--- config.mk ---
export PLATFORM = sky130hd
export DESIGN_NAME = uart_dbg_responder_flat
export DESIGN_NICKNAME = d
export VERILOG_FILES = /design/src/rtl/uart_dbg_responder_if.sv /design/src/rtl/uart_dbg_responder.sv /design/src/flat_wrapper.sv
export SDC_FILE = /design/constraint.sdc
export NUM_CORES = 1
export LEC_CHECK = 0
export BUFFER_PORTS_ARGS = -buffer_cell sky130_fd_sc_hd__buf_2
export CAP_MARGIN = 10
export CORE_ASPECT_RATIO = 0.7
export CORE_UTILIZATION = 40
export CTS_CLUSTER_DIAMETER = 50
export CTS_CLUSTER_SIZE = 8
export DETAILED_ROUTE_END_ITERATION = 8
export GPL_TIMING_DRIVEN = 0
export PLACE_DENSITY_LB_ADDON = 0.05
export SYNTH_ARGS = -nofsm -noshare
export SYNTH_HDL_FRONTEND = slang
export SYNTH_SLANG_ARGS = --single-unit
--- constraint.sdc ---
create_clock -name clk_i -period 5.5 [get_ports clk_i]
set_input_delay 0.55 -clock clk_i [delete_from_list [all_inputs] [get_ports clk_i]]
set_output_delay 0.55 -clock clk_i [all_outputs]
set_load 0.02 [all_outputs]
--- src/rtl/uart_dbg_responder_if.sv ---
// Byte-stream and memory-port bundle for uart_dbg_responder.
// The responder uses the master modport; the UART FIFOs and interconnect use slave.
interface uart_dbg_responder_if #(
    parameter int AddrWidth = 32
);
    logic [7:0]           rx_data_i;
    logic                 rx_valid_i;
    logic                 rx_ready_o;
    logic [7:0]           tx_data_o;
    logic                 tx_valid_o;
    logic                 tx_ready_i;
    logic                 req_o;
    logic                 we_o;
    logic [AddrWidth-1:0] addr_o;
    logic [31:0]          wdata_o;
    logic [3:0]           be_o;
    logic                 gnt_i;
    logic                 rvalid_i;
    logic [31:0]          rdata_i;
    logic                 busy_o;

    modport master (
        input  rx_data_i, rx_valid_i, tx_ready_i, gnt_i, rvalid_i, rdata_i,
        output rx_ready_o, tx_data_o, tx_valid_o, req_o, we_o, addr_o, wdata_o, be_o, busy_o
    );

    modport slave (
        output rx_data_i, rx_valid_i, tx_ready_i, gnt_i, rvalid_i, rdata_i,
        input  rx_ready_o, tx_data_o, tx_valid_o, req_o, we_o, addr_o, wdata_o, be_o, busy_o
    );
endinterface

--- src/rtl/uart_dbg_responder.sv ---
// UART debug preload responder: decodes WRITE/READ/PING byte commands and issues 32-bit bus transactions.
// Optional feature macro: UART_DBG_WRITE_ACK_EN (completed WRITE answers 0xAC).
module uart_dbg_responder #(
    parameter int AddrWidth     = 32,
    parameter int TimeoutCycles = 100000
) (
    input  logic                  clk_i,
    input  logic                  rst_i,
    uart_dbg_responder_if.master  bus
);
    localparam int TW = (TimeoutCycles < 2) ? 1 : $clog2(TimeoutCycles);
    localparam logic [TW-1:0] TIMER_LAST = TW'(TimeoutCycles - 1);
    localparam logic [7:0] OP_WRITE = 8'h01;
    localparam logic [7:0] OP_READ  = 8'h02;
    localparam logic [7:0] OP_PING  = 8'h03;

    typedef enum logic [2:0] {S_IDLE, S_ADDR, S_DATA, S_MREQ, S_MWAIT, S_RESP} state_t;

    state_t        r_state,    w_state;
    logic          r_we,       w_we;
    logic [1:0]    r_cnt,      w_cnt;
    logic [TW-1:0] r_timer,    w_timer;
    logic [31:0]   r_addr,     w_addr;
    logic [31:0]   r_wdata,    w_wdata;
    logic [23:0]   r_tx_buf,   w_tx_buf;
    logic [1:0]    r_tx_left,  w_tx_left;
    logic [7:0]    r_tx_data,  w_tx_data;
    logic          r_tx_valid, w_tx_valid;
    logic          r_rx_ready, w_rx_ready;
    logic          r_req,      w_req;
    logic          r_busy,     w_busy;
    logic          w_rx_fire, w_tx_fire, w_bus_done;

    // Next-state and next-output decode
    always_comb begin
        w_state    = r_state;
        w_we       = r_we;
        w_cnt      = r_cnt;
        w_timer    = r_timer;
        w_addr     = r_addr;
        w_wdata    = r_wdata;
        w_tx_buf   = r_tx_buf;
        w_tx_left  = r_tx_left;
        w_tx_data  = r_tx_data;
        w_tx_valid = r_tx_valid;
        w_req      = r_req;
        w_rx_fire  = bus.rx_valid_i && r_rx_ready;
        w_tx_fire  = r_tx_valid && bus.tx_ready_i;
        w_bus_done = 1'b0;

        case (r_state)
            S_IDLE: begin
                if (w_rx_fire) begin
                    w_cnt   = 2'd0;
                    w_timer = '0;
                    case (bus.rx_data_i)
                        OP_WRITE: begin
                            w_state = S_ADDR;
                            w_we    = 1'b1;
                        end
                        OP_READ: begin
                            w_state = S_ADDR;
                            w_we    = 1'b0;
                        end
                        OP_PING: begin
                            w_state    = S_RESP;
                            w_tx_data  = 8'h5A;
                            w_tx_valid = 1'b1;
                            w_tx_left  = 2'd0;
                        end
                        default: begin
                            w_state    = S_RESP;
                            w_tx_data  = 8'hEE;
                            w_tx_valid = 1'b1;
                            w_tx_left  = 2'd0;
                        end
                    endcase
                end else begin
                    w_state = S_IDLE;
                end
            end
            S_ADDR, S_DATA: begin
                if (w_rx_fire) begin
                    w_timer = '0;
                    w_cnt   = r_cnt + 2'd1;
                    // Low address bits are cleared on every shift; only the final shift lands byte 0 there.
                    if (r_state == S_ADDR) begin
                        w_addr = {bus.rx_data_i, r_addr[31:8]} & 32'hFFFF_FFFC;
                    end else begin
                        w_wdata = {bus.rx_data_i, r_wdata[31:8]};
                    end
                    if (r_cnt == 2'd3) begin
                        if ((r_state == S_ADDR) && r_we) begin
                            w_state = S_DATA;
                        end else begin
                            w_state = S_MREQ;
                            w_req   = 1'b1;
                        end
                    end else begin
                        w_state = r_state;
                    end
                end else if (r_timer == TIMER_LAST) begin
                    w_state = S_IDLE;
                end else begin
                    w_timer = r_timer + TW'(1);
                end
            end
            S_MREQ: begin
                if (bus.gnt_i) begin
                    w_req      = 1'b0;
                    w_state    = S_MWAIT;
                    w_bus_done = bus.rvalid_i;
                end else begin
                    w_req = 1'b1;
                end
            end
            S_MWAIT: begin
                w_bus_done = bus.rvalid_i;
            end
            S_RESP: begin
                if (w_tx_fire) begin
                    if (r_tx_left == 2'd0) begin
                        w_tx_valid = 1'b0;
                        w_state    = S_IDLE;
                    end else begin
                        w_tx_data = r_tx_buf[7:0];
                        w_tx_buf  = {8'h00, r_tx_buf[23:8]};
                        w_tx_left = r_tx_left - 2'd1;
                    end
                end else begin
                    w_tx_valid = 1'b1;
                end
            end
            default: begin
                w_state = S_IDLE;
            end
        endcase

        if (w_bus_done) begin
            if (r_we) begin
`ifdef UART_DBG_WRITE_ACK_EN
                w_state    = S_RESP;
                w_tx_data  = 8'hAC;
                w_tx_valid = 1'b1;
                w_tx_left  = 2'd0;
`else
                w_state = S_IDLE;
`endif
            end else begin
                w_state    = S_RESP;
                w_tx_data  = bus.rdata_i[7:0];
                w_tx_buf   = bus.rdata_i[31:8];
                w_tx_left  = 2'd3;
                w_tx_valid = 1'b1;
            end
        end else begin
            w_tx_left = w_tx_left;
        end

        w_rx_ready = (w_state == S_IDLE) || (w_state == S_ADDR) || (w_state == S_DATA);
        w_busy     = (w_state != S_IDLE);
    end

    // State and output registers
    always_ff @(posedge clk_i) begin
        if (rst_i) begin
            r_state    <= S_IDLE;
            r_we       <= 1'b0;
            r_cnt      <= 2'd0;
            r_timer    <= '0;
            r_addr     <= 32'h0000_0000;
            r_wdata    <= 32'h0000_0000;
            r_tx_buf   <= 24'h00_0000;
            r_tx_left  <= 2'd0;
            r_tx_data  <= 8'h00;
            r_tx_valid <= 1'b0;
            r_rx_ready <= 1'b0;
            r_req      <= 1'b0;
            r_busy     <= 1'b0;
        end else begin
            r_state    <= w_state;
            r_we       <= w_we;
            r_cnt      <= w_cnt;
            r_timer    <= w_timer;
            r_addr     <= w_addr;
            r_wdata    <= w_wdata;
            r_tx_buf   <= w_tx_buf;
            r_tx_left  <= w_tx_left;
            r_tx_data  <= w_tx_data;
            r_tx_valid <= w_tx_valid;
            r_rx_ready <= w_rx_ready;
            r_req      <= w_req;
            r_busy     <= w_busy;
        end
    end

    assign bus.rx_ready_o = r_rx_ready;
    assign bus.tx_data_o  = r_tx_data;
    assign bus.tx_valid_o = r_tx_valid;
    assign bus.req_o      = r_req;
    assign bus.we_o       = r_we;
    assign bus.addr_o     = r_addr[AddrWidth-1:0];
    assign bus.wdata_o    = r_wdata;
    assign bus.be_o       = 4'hF;
    assign bus.busy_o     = r_busy;
endmodule

--- src/flat_wrapper.sv ---
// flat-port wrapper written by rule: the top's interface ports become plain ports
module uart_dbg_responder_flat 
#(
    parameter int AddrWidth     = 32,
    parameter int TimeoutCycles = 100000
)
  (clk_i, rst_i, bus_rx_data_i, bus_rx_valid_i, bus_tx_ready_i, bus_gnt_i, bus_rvalid_i, bus_rdata_i, bus_rx_ready_o, bus_tx_data_o, bus_tx_valid_o, bus_req_o, bus_we_o, bus_addr_o, bus_wdata_o, bus_be_o, bus_busy_o);
  uart_dbg_responder_if #(.AddrWidth(AddrWidth)) bus_i ();
  input  logic clk_i;
  input  logic rst_i;
  input wire logic [$bits(bus_i.rx_data_i)-1:0] bus_rx_data_i;
  input wire logic [$bits(bus_i.rx_valid_i)-1:0] bus_rx_valid_i;
  input wire logic [$bits(bus_i.tx_ready_i)-1:0] bus_tx_ready_i;
  input wire logic [$bits(bus_i.gnt_i)-1:0] bus_gnt_i;
  input wire logic [$bits(bus_i.rvalid_i)-1:0] bus_rvalid_i;
  input wire logic [$bits(bus_i.rdata_i)-1:0] bus_rdata_i;
  output wire logic [$bits(bus_i.rx_ready_o)-1:0] bus_rx_ready_o;
  output wire logic [$bits(bus_i.tx_data_o)-1:0] bus_tx_data_o;
  output wire logic [$bits(bus_i.tx_valid_o)-1:0] bus_tx_valid_o;
  output wire logic [$bits(bus_i.req_o)-1:0] bus_req_o;
  output wire logic [$bits(bus_i.we_o)-1:0] bus_we_o;
  output wire logic [$bits(bus_i.addr_o)-1:0] bus_addr_o;
  output wire logic [$bits(bus_i.wdata_o)-1:0] bus_wdata_o;
  output wire logic [$bits(bus_i.be_o)-1:0] bus_be_o;
  output wire logic [$bits(bus_i.busy_o)-1:0] bus_busy_o;
  assign bus_i.rx_data_i = bus_rx_data_i;
  assign bus_i.rx_valid_i = bus_rx_valid_i;
  assign bus_i.tx_ready_i = bus_tx_ready_i;
  assign bus_i.gnt_i = bus_gnt_i;
  assign bus_i.rvalid_i = bus_rvalid_i;
  assign bus_i.rdata_i = bus_rdata_i;
  assign bus_rx_ready_o = bus_i.rx_ready_o;
  assign bus_tx_data_o = bus_i.tx_data_o;
  assign bus_tx_valid_o = bus_i.tx_valid_o;
  assign bus_req_o = bus_i.req_o;
  assign bus_we_o = bus_i.we_o;
  assign bus_addr_o = bus_i.addr_o;
  assign bus_wdata_o = bus_i.wdata_o;
  assign bus_be_o = bus_i.be_o;
  assign bus_busy_o = bus_i.busy_o;
  uart_dbg_responder #(.AddrWidth(AddrWidth), .TimeoutCycles(TimeoutCycles)) u_core (.clk_i(clk_i), .rst_i(rst_i), .bus(bus_i));
endmodule
# Word level (Yosys, flattened, before mapping)
# Cells that the tools add are included.
word_totals:
  output_inout_bits: 81
  inputBits: 46
  wordCells: 107
  reg_bits: 123
op_classes:
  muxes: 53
  n_bitwise: 1
  n_eq_ne: 17
  n_reduce_logical: 20
  n_addsub: 3
ops:
  columns: ["operator", "n"]
  rows:
  - ["2-to-1 mux 24 bit", 5]
  - ["2-to-1 mux 17 bit", 3]
  - ["2-to-1 mux 8 bit", 5]
  - ["one-hot mux 17 bit (2 select lines)", 1]
  - ["one-hot mux 8 bit (2 select lines)", 2]
  - ["2-to-1 mux 3 bit", 10]
  - ["adder 17 x 1 -> 17 bit, second input constant", 1]
  - ["equality test 17 bit, second input constant", 1]
  - ["equality test 8 x 2 -> 1 bit, second input constant", 2]
  - ["2-to-1 mux 2 bit", 8]
  - ["one-hot mux 3 bit (5 select lines)", 1]
  - ["AND reduction 3 bit", 5]
  - ["2-to-1 mux 1 bit", 12]
  - ["equality test 3 x 2 -> 1 bit, second input constant", 3]
  - ["equality test 8 x 1 -> 1 bit, second input constant", 1]
  - ["one-hot mux 1 bit (2 select lines)", 4]
  - ["one-hot mux 2 bit (2 select lines)", 2]
  - ["equality test 3 x 1 -> 1 bit, second input constant", 2]
  - ["equality test 3 bit, second input constant", 2]
  - ["logical NOT 3 bit", 2]
  - ["inequality test 2 x 1 -> 1 bit, second input constant", 3]
  - ["nonzero test 2 bit", 3]
  - ["AND reduction 4 bit", 1]
  - ["OR reduction 2 bit", 2]
  - ["other kinds (10)", 13]

# Depth between registers and ports, before layout
# Gate-level depths: netlist of the first run.
logic_depth:
  word_depth: 10
  depth_mapped: 8
  ltp_nobuf: 6

# Least setup slack after synthesis of the first run
# OpenSTA, ideal clock, no wires.
synth_path:
  path_type: "register -> register"
  start: "register u_core.r_timer[0]"
  end: "register u_core.r_timer[12]"
  path_stages_with_launch: 9
  required_time_ns: 5.432
  path_slack_ns: 3.350
  setup_time_ns: 0.068
  synth_period_minus_slack_ns: 2.150
  arrival_time_ns: 2.082
  n_path_buf: 2
  cell_sequence: "dfxtp_1 > ha_1 > or4bb_1 > nor4_4 > a21o_1 > buf_6 > buf_12 > o31ai_1 > a21oi_2"
synth_between:
  elab_chain_len: 4
  word_cells_on_any_way: 7
  classes_between: "add/sub: 1; eq/ne: 2; mux: 3; reduce/logical: 1"
synth_lines:
  columns: ["element", "line_no", "rtl"]
  rows:
  - ["start, declared", "uart_dbg_responder.sv:22", "logic [TW-1:0] r_timer, w_timer;"]
  - ["start signal, assigned", "uart_dbg_responder.sv:184", "r_timer <= w_timer;"]
  - ["adder 17 x 1 -> 17 bit", "uart_dbg_responder.sv:105", "w_timer = r_timer + TW'(1);"]
  - ["2-to-1 mux 17 bit", "uart_dbg_responder.sv:102", "end else if (r_timer == TIMER_LAST) begin"]
  - ["2-to-1 mux 17 bit", "uart_dbg_responder.sv:83", "if (w_rx_fire) begin"]
  - ["one-hot mux 17 bit (2 select lines)", "uart_dbg_responder.sv:51", "case (r_state)"]
# Several ways; a longest one is shown, not always the timed one. The select of a mux whose other input is x is not followed.
# A chain may end at the register's enable or synchronous reset.

# Worst setup path after layout of the first run
# Same ends and word-level chain as after synthesis.

==> flow_summary.json, run 1 <==
{
  "coreArea_um2": 12600,
  "num_vias": 5091,
  "cts_hold_buf": 0,
  "cts_max_level": 4,
  "cts_root_buffer": "clkbuf_16",
  "rows": 34,
  "die_x_um": 139,
  "nNetsFinal": 845,
  "slowest_stage": "or4bb_1",
  "p_int_mw": 1.75,
  "drtAntennaViolNets": 0,
  "numCtsBuffers": 17,
  "maxCapViolations": 0,
  "setup.worst_path.start_class": "flop",
  "status": "finished, violations left",
  "grt_max_degree": 17,
  "cp.buffers_inverters": 2,
  "dr.pass1.iters": 7,
  "switchingPower_mw": 0.571,
  "syn_area_um2": 5230,
  "syn-instance-count": 655,
  "grt_pass1_vias": 4642,
  "post-cts-setup-buffers": 0,
  "crit_chain": "ha_1, or4bb_1, nor4_4, a21o_1, buf_6, buf_12, o31ai_1, a21oi_2",
  "cts_resized": 0,
  "yosysTopAreaCell": "dfxtp_1",
  "period_minus_slack_ns": 2.52,
  "synth_top_cell_area_share_pct": 47.0,
  "ys.flop_type": "dfxtp_1",
  "power_frac_comb_pct": 8.5,
  "switching_share_pct": 24.6,
  "p_leak_nw": 2.60,
  "relSlewSlack_pct": 40.7,
  "finClkSkew_ns": 0.0110,
  "vias_per_cell": 5.24,
  "vdd_drop_max_mv": 0.242,
  "antenna_found_initial": 0,
  "n_antenna_cell": 0,
  "grt_util_all_layers_pct": 22.3,
  "ys_warn_count": 0,
  "timing.final.ws_setup_ns": 2.98,
  "synth_edf_count": 0,
  "die_h_um": 97.7,
  "finalPower_mw": 2.32,
  "drc_errors": 10,
  "worstPathRequired_ns": 5.84,
  "critical_path_peak_fanout": 10,
  "slew_violations": 0,
  "tritoncts": "yes",
  "critical_path.top_delay_family": "simple AND/OR/NAND/NOR gates",
  "port_buffers": 119,
  "area_growth_pct": 27.4,
  "io_pins": 127,
  "place.gp.congestion": 0.858,
  "power_frac_clock_pct": 51.2,
  "ys_seq_area_share_pct": 47.0,
  "cp-end-kind": "flop",
  "fmax_mhz": 397,
  "cts.sinks": 123,
  "period_share_pct": 45.8,
  "dp.final_hpwl_um": 10800,
  "place_ws_ns": 3.00,
  "ys_ff_latch": 123,
  "crit_type": "flop to flop",
  "violations": "DRC",
  "synthDistinctLibCells": 58,
  "arrival_ns": 2.86,
  "tightest_slew_ns": 0.883,
  "cp_slowest_stage_delay_ns": 0.55,
  "die_area_um2": 13600,
  "crit_cells": 8,
  "min_path_cells": 3,
  "rsz0062_at_grt": "false",
  "synth.most_common_cell": "nand2_1",
  "synthTopCellsByArea": "dfxtp_1 47%, nand2_1 13%, a21oi_1 7.7%",
  "path_clk_slew_ns": 0.06,
  "grt_pass1_wl_um": 23800,
  "rr_worst_depth": 8,
  "syn_avg_cell_area_um2": 7.99,
  "worstSkewPairLatency_ns": 0.42,
  "p_seq_share_pct": 40.3,
  "drive_gt1_share_pct": 23.1,
  "setup_viol": 0,
  "p_per_area_nw_per_um2": 348,
  "clk_path_buf_depth": 2,
  "wl_um": 14700,
  "initial_core_util_pct": 41.6,
  "wl_per_cell_um": 15.2,
  "overflow": 0,
  "drt-initial-drc-count": 313,
  "tns_ns": 0,
  "hold_violations": 0,
  "hp-class": "input port to flop",
  "async_flop_share_pct": 0,
  "synth_common_cells": "185 x nand2_1, 123 x dfxtp_1, 81 x a21oi_1, 53 x nor2_1, 37 x clkbuf_1"
}
worst min-delay path: stages:
cell and delay, ns:
buf_2 0.07, a22oi_1 0.06, nor2_1 0.08
routing by layer:
layer  track usage, %  vias up  share of wire (%)
li1                 -     2564                  -
met1             31.3     2351                 50
met2             33.3      162                 42
met3             6.21       14                7.7
met4             6.41        0               0.88
met5                0        -                  0
area by class of cell:
cell class,count,area (µm²)
Fill cell,1236,5920
Multi-Input combinational cell,482,2520
Sequential cell,123,2460
Timing Repair Buffer,119,596
Clock buffer,18,429
Buffer,49,245
Tap cell,162,203
Clock inverter,13,193
Inverter,5,18.8
layout by cell type, fill, tap and decap left out, types with 3 or more instances in the layout:
cell type / n
a211oi_1: 9
nand4_1: 10
o21ai_1: 3
or4_2: 7
a21oi_1: 81
bufinv_16: 4
buf_4: 6
conb_1: 6
nor4_1: 3
clkbuf_16: 17
a31oi_1: 4
and2_1: 8
nand2_1: 185
inv_1: 5
buf_2: 121
nor3_1: 3
dfxtp_1: 123
clkbuf_1: 38
a21oi_2: 6
nor2b_1: 3
xnor2_1: 6
a22oi_1: 11
nand3_1: 8
o31ai_1: 4
a311oi_1: 24
nor2_1: 53
o21ai_0: 4
nand2b_1: 3
and3_1: 5
clkinv_4: 4
state kept, by name, indices dropped and copies added, names as in the netlist:
signal and flops:
u_core.bus.we_o 1, u_core.bus.tx_data_o 8, u_core.bus.wdata_o 32, u_core.bus.req_o 1, u_core.r_tx_buf 24, u_core.r_tx_left 2
u_core.bus.rx_ready_o 1, u_core.bus.addr_o 30, u_core.r_timer 17, u_core.bus.tx_valid_o 1, u_core.r_cnt 2, u_core.bus.busy_o 1
u_core.r_state 3
through the flow:
step / hold slack (ns) / util, % / area (µm²) / std cells
6_report: 0.386 / 53.0 / 6670 / 971
5_1_grt: 0.398 / 53.0 / 6670 / 971
4_1_cts: 0.375 / 53.0 / 6670 / 971
3_5_place_dp: 0.447 / 48.0 / 6050 / 940
3_3_place_gp: 0.438 / 48.0 / 6050 / 940
2_1_floorplan: 0.455 / - / 5250 / 659
kinds of logic (layout without fill, tap and decap cells):
group,after synthesis,count (layout),share of synthesized area (%)
flip-flops,123,123,47.0
adder cells (fa/ha/maj),2,2,0.478
other,2,6,0.143
XOR/XNOR,7,7,1.17
multiplexers,1,1,0.191
AND/OR/NAND/NOR,307,307,26.4
buffers and inverters,54,204,5.04
AO/OA/AOI/OAI,159,159,19.5
path summary, 6_finish.rpt:
path                        startpoint                   end  slack (ns)
hold / removal         bus_rdata_i[31]   u_core.r_tx_buf[23]        0.39
hold reg to reg   u_core.bus.addr_o[2]  u_core.bus.addr_o[2]        0.45
setup / recovery     u_core.r_timer[0]    u_core.r_timer[12]        2.98
setup reg to reg     u_core.r_timer[0]    u_core.r_timer[12]        2.98
power by group through the flow:
stage               Clock [mW]  Sequential [mW]  Combinational, mW
floorplan                    0            0.962              0.114
global placement             0            0.951              0.194
detailed placement           0            0.951              0.196
CTS                       1.20            0.932              0.197
global route              1.24            0.936              0.217
finish                    1.19            0.933              0.197
(Power assumes the default switching activity.)
==> run 2, diff against run 1 <==
--- a/config.mk
+++ b/config.mk
@@ -5,6 +5,7 @@
 export SDC_FILE = /design/constraint.sdc
 export NUM_CORES = 1
 export LEC_CHECK = 0
+export ABC_AREA = 1
 export BUFFER_PORTS_ARGS = -buffer_cell sky130_fd_sc_hd__buf_2
 export CAP_MARGIN = 10
 export CORE_ASPECT_RATIO = 0.7
==> constraint.sdc (replaced) <==
create_clock -name clk_i -period 2.5 [get_ports clk_i]
set_input_delay 0.25 -clock clk_i [delete_from_list [all_inputs] [get_ports clk_i]]
set_output_delay 0.25 -clock clk_i [all_outputs]
set_load 0.02 [all_outputs]
==> run 2 against run 1 <==
  * Non-clock buffer count shrank 1
  * Maximum frequency up 36%
  * Area after synthesis is 6.3% higher
  * Die area increased by 6.2%
  * The flow now finishes without violations
  * Critical path type unchanged
  * First-iteration DRC count is 18% higher
==> flow_summary.json, run 2 <==
{
  "ys_warn_count": 0,
  "critical_path.top_delay_family": "simple AND/OR/NAND/NOR gates",
  "cts.sinks": 123,
  "fmax_mhz": 541,
  "drive_gt1_share_pct": 20.8,
  "cts_root_buffer": "clkbuf_16",
  "cts_resized": 0,
  "fillCellCount": 1373,
  "die_h_um": 101,
  "fin_hold_ws_ns": 0.0588,
  "synthTopCellsByArea": "dfxtp_1 44%, nor2_1 14%, o21ai_0 11%",
  "endpoint": "u_core.bus.tx_data_o[0]",
  "rows": 35,
  "critical_path_peak_fanout": 7,
  "overflow": 0,
  "rrSetupSlack_ns": 0.65,
  "crit_cells": 8,
  "antenna_found_initial": 0,
  "worstSkewPairLatency_ns": 0.42,
  "multiInputGateArea_um2": 2650,
  "p_per_area_nw_per_um2": 760,
  "path_clk_slew_ns": 0.06,
  "n_antenna_cell": 0,
  "arrival_ns": 2.16,
  "ys_seq_area_share_pct": 44.3,
  "cts_max_level": 4,
  "seqCellArea_um2": 2460,
  "final_area_um2": 7020,
  "cp.buffers_inverters": 0,
  "wl_per_cell_um": 13.8,
  "maxCapViolations": 0,
  "crit_path_frequent_cell": "nand2_1",
  "yosysTopAreaCell": "dfxtp_1",
  "crit_start": "u_core.r_state[0]",
  "finClkSkew_ns": 0.00972,
  "final_cell_mix": "209 x nor2_1, 138 x buf_2, 136 x nand2_1",
  "drt-initial-drc-count": 370,
  "r2r_start": "u_core.r_state[0]",
  "slew_violations": 0,
  "placed_cell_area_um2": 6400,
  "period_share_pct": 74.0,
  "tritoncts": "yes",
  "wl_um": 16000,
  "tns_ns": 0,
  "crit_type": "flop to flop",
  "dp.final_hpwl_um": 11800,
  "synthAdderAreaFrac_pct": 0.450,
  "numCtsBuffers": 17,
  "synth_edf_count": 0,
  "grt_util_all_layers_pct": 23.4,
  "place.gp.congestion": 0.842,
  "area_growth_pct": 26.1,
  "ys.flop_type": "dfxtp_1",
  "grt_pass1_wl_um": 25800,
  "period_minus_slack_ns": 1.85,
  "final_common_cell": "nor2_1",
  "relSlewSlack_pct": 54.3,
  "tightest_slew_ns": 0.679,
  "async_flop_share_pct": 0,
  "p_leak_nw": 3.41,
  "synthXorXnorAreaFrac_pct": 0.315,
  "grt_pass1_vias": 4994,
  "grt_max_degree": 17,
  "synth_common_cells": "209 x nor2_1, 136 x nand2_1, 123 x dfxtp_1, 117 x o21ai_0, 54 x inv_1",
  "synthSimpleGateAreaFrac_pct": 30.7,
  "hold_violations": 0,
  "reg2reg_to": "u_core.bus.tx_data_o[0]",
  "worstPathRequired_ns": 2.81,
  "die_area_um2": 14400,
  "synth_top_cell_area_share_pct": 44.3,
  "num_vias": 5601,
  "largest_register_ffs": 32,
  "port_buffers": 119,
  "coreArea_um2": 13400,
  "vdd_drop_max_mv": 0.544,
  "status": "complete, no violations",
  "drtAntennaViolNets": 0,
  "clk_path_buf_depth": 2,
  "die_x_um": 143,
  "setup_viol": 0,
  "syn_area_um2": 5560,
  "cp-end-kind": "flop",
  "post-cts-setup-buffers": 0,
  "crit_chain": "nor2_2, nand2_1, nor2_4, o21ai_0, nand2_1, nand2_1, a21oi_1, nor2_1",
  "setup.worst_path.start_class": "flop",
  "nNetsFinal": 1007,
  "initial_core_util_pct": 41.6,
  "synthDistinctLibCells": 35,
  "ys_ff_latch": 123,
  "vias_per_cell": 4.85,
  "syn-instance-count": 817,
  "synth.most_common_cell": "nor2_1",
  "slowest_stage": "dfxtp_1",
  "io_pins": 127,
  "cp_slowest_stage_delay_ns": 0.40,
  "drc_errors": 0,
  "synth_top_family_by_area": "simple AND/OR/NAND/NOR gates",
  "rr_worst_depth": 8,
  "synth-compound-area-share_pct": 15.8,
  "cts_hold_buf": 0,
  "rsz0062_at_grt": "false",
  "hp-class": "input port to flop",
  "dr.pass1.iters": 5,
  "syn_avg_cell_area_um2": 6.81,
  "synth.area.mux_share_pct": 0,
  "finalPower_mw": 5.33
}
## run 2: cell count changes in the layout (fill, tap and decap cells not counted), sizes merged, moves of 17 or more
cell / previous run / this run
a311oi: 24 / 0
o21ai: 8 / 123
nand2: 185 / 142
buf: 129 / 146
clkbuf: 56 / 38
nor2: 53 / 215
a21oi: 87 / 40
nand3: 8 / 29
inv: 7 / 63
## run 2: cell families after synthesis
group                      Yosys count
other                                2
AOI/OAI and AO/OA                  171
DFF                                123
adders and majority gates            2
buffers and inverters              107
and+or+nand+nor                    410
xor gates and xnor gates             2
## run 2: per-layer routing
metal / global-route usage [%] / up-vias / wire, µm
met5: 0 / - / 0
met4: 6.95 / 0 / 110
met3: 6.08 / 15 / 1140
met2: 31.3 / 164 / 6100
met1: 35.8 / 2513 / 8630
li1: - / 2909 / -
## run 2: metrics by stage
| step | utilization, % | setup WS (ns) | cells |
|---|---|---|---|
| global route | 52.5 | 0.483 | 1156 |
| finish | 52.5 | 0.651 | 1156 |
| global placement | 48.0 | 0.545 | 1125 |
| detailed placement | 48.0 | 0.571 | 1125 |
| CTS | 52.5 | 0.707 | 1156 |
| floorplan | - | 1.01 | 821 |
## run 2: how the worst min path moves through the flow
stage	startpoint	endpoint	slack, ns	cells after the start
2_1_floorplan	bus_rx_data_i[0]	u_core.bus.wdata_o[24]	0.38	2
3_3_place_gp	u_core.bus.req_o	u_core.bus.req_o	0.46	2
3_5_place_dp	u_core.bus.req_o	u_core.bus.req_o	0.46	2
4_1_cts	bus_rdata_i[12]	u_core.r_tx_buf[4]	0.05	3
5_1_grt	bus_rdata_i[12]	u_core.r_tx_buf[4]	0.07	3
6_report	bus_rdata_i[12]	u_core.r_tx_buf[4]	0.06	3
## run 2: area by class of cell
type / instances / share of cell area (%)
clock buffers: 17 / 6.06
flip-flops and latches: 123 / 35.1
clock inverters: 14 / 2.66
plain buffers: 48 / 3.42
inverters: 59 / 3.17
multi-input cells: 591 / 37.8
repair buffers: 119 / 8.49
well taps: 185 / 3.30
## run 2: worst min-delay path: stages
cell and delay (ns):
buf_2 0.07, nor2_1 0.03, nor2_1 0.08
## run 2: power by group
part	switching, mW	internal, mW
combinational	0.431	0.209
sequential	0.0663	2.06
clock	0.979	1.59
total	1.48	3.86
==> run 3, diff against run 2 <==
==> constraint.sdc (replaced) <==
create_clock -name clk_i -period 1.9 [get_ports clk_i]
set_input_delay 0.19 -clock clk_i [delete_from_list [all_inputs] [get_ports clk_i]]
set_output_delay 0.19 -clock clk_i [all_outputs]
set_load 0.02 [all_outputs]
==> run 3 against run 2 <==
  * Sequential share of layout area down 0.21 points
  * Largest cell class unchanged
  * Clock skew about the same
  * Highest routed layer unchanged
  * Die area unchanged
==> flow_summary.json, run 3 (same netlist as run 2, synthesis figures left out) <==
{
  "cp-end-kind": "flop",
  "io_pins": 127,
  "final_common_cell": "nor2_1",
  "p_leak_nw": 3.44,
  "cp_slowest_stage_delay_ns": 0.37,
  "crit_type": "flop to flop",
  "num_vias": 5655,
  "die_x_um": 143,
  "overflow": 0,
  "nNetsFinal": 1012,
  "grt_pass1_vias": 5007,
  "grt_pass1_wl_um": 25800,
  "finalPower_mw": 7.02,
  "crit_chain": "nor2_2, nand2_1, nor2_4, o21ai_0, nand2_1, nand2_1, a21oi_1, nor2_1",
  "maxCapViolations": 0,
  "n_antenna_cell": 0,
  "path_clk_slew_ns": 0.06,
  "initial_core_util_pct": 41.6,
  "period_minus_slack_ns": 1.81,
  "seqCellArea_um2": 2460,
  "hold_violations": 0,
  "grt_util_all_layers_pct": 23.5,
  "rows": 35,
  "coreArea_um2": 13400,
  "status": "complete, no violations",
  "cts_root_buffer": "clkbuf_16",
  "grt_max_degree": 17,
  "wl_per_cell_um": 13.8,
  "vias_per_cell": 4.87,
  "slowest_stage": "dfxtp_1",
  "drc_errors": 0,
  "arrival_ns": 2.12,
  "tns_ns": 0,
  "drive_gt1_share_pct": 21.4,
  "dp.cells": 1125,
  "drtAntennaViolNets": 0,
  "crit_path_frequent_cell": "nand2_1",
  "finalNonFillerCells": 1161,
  "final_util_pct": 52.9,
  "fin_hold_ws_ns": 0.0101,
  "rsz0062_at_grt": "false",
  "numCtsBuffers": 17,
  "largest_register_ffs": 32,
  "cts.sinks": 123,
  "p_per_area_nw_per_um2": 994,
  "die_h_um": 101,
  "multiInputGateArea_um2": 2660,
  "area_growth_pct": 27.0,
  "antenna_found_initial": 0,
  "drt-initial-drc-count": 367,
  "final_area_um2": 7070,
  "vdd_drop_max_mv": 0.720,
  "port_buffers": 119,
  "worstSkewPairLatency_ns": 0.42,
  "worstPathRequired_ns": 2.21,
  "dp.final_hpwl_um": 11800,
  "clk_path_buf_depth": 2,
  "setup_viol": 0,
  "tightest_slew_ns": 0.674,
  "wl_um": 16100,
  "placed_cell_area_um2": 6400,
  "fillCellCount": 1368,
  "timing.final.ws_setup_ns": 0.0923,
  "finClkSkew_ns": 0.0101,
  "die_area_um2": 14400,
  "setup.worst_path.start_class": "flop",
  "period_share_pct": 95.1,
  "slew_violations": 0,
  "place.gp.congestion": 0.842,
  "final_cell_mix": "207 x nor2_1, 138 x buf_2, 136 x nand2_1",
  "cts_max_level": 4,
  "fmax_mhz": 553,
  "relSlewSlack_pct": 54.6,
  "hp-class": "input port to flop",
  "place_ws_ns": 0.0305,
  "dr.pass1.iters": 5,
  "tritoncts": "yes",
  "critical_path_peak_fanout": 5
}
run 3: timing repair:
action / 4_1_cts / 5_1_grt
hold buffers: 2 / 0
gates resized for setup: 0 / 5
hold endpoints to repair: 2 / 0
setup buffers: 0 / 3
endpoints found under the setup margin: 0 / 42
run 3: layout make-up:
type / instances / share of cell area [%]
plain buffers: 48 / 3.40
clock buffers: 17 / 6.02
clock inverters: 14 / 2.64
inverters: 59 / 3.15
multi-input cells: 591 / 37.6
flip-flops and latches: 123 / 34.9
well taps: 185 / 3.28
repair buffers: 124 / 9.03
run 3: power breakdown:
part	leakage, nW	switching [mW]	internal (mW)
clock network	0.298	1.29	2.09
registers	0.996	0.0876	2.71
logic	2.15	0.568	0.279
total	3.44	1.95	5.08
run 3: path summary, 6_finish.rpt:
check | cells after the start | endpoint | start | slack [ns]
max | 8 | u_core.bus.tx_data_o[0] | u_core.r_state[1] | 0.09
min | 3 | u_core.r_tx_buf[2] | bus_rdata_i[10] | 0.01
max reg2reg | 8 | u_core.bus.tx_data_o[0] | u_core.r_state[1] | 0.09
min reg2reg | 2 | u_core.r_tx_buf[22] | u_core.r_tx_buf[22] | 0.47
run 3: worst max-delay path: cells and delay by family, from the launching register on:
family | cells | cell delay, ns
AOI/OAI and AO/OA | 2 | 0.45
and+or+nand+nor | 6 | 0.88
DFF | 1 | 0.37
run 3: routing by layer:
layer / track usage, % / part of all wire (%) / vias up
met5: 0 / 0 / -
met4: 6.95 / 0.79 / 0
met3: 6.08 / 7.3 / 16
met2: 31.4 / 38 / 175
met1: 35.9 / 54 / 2547
li1: - / - / 2917
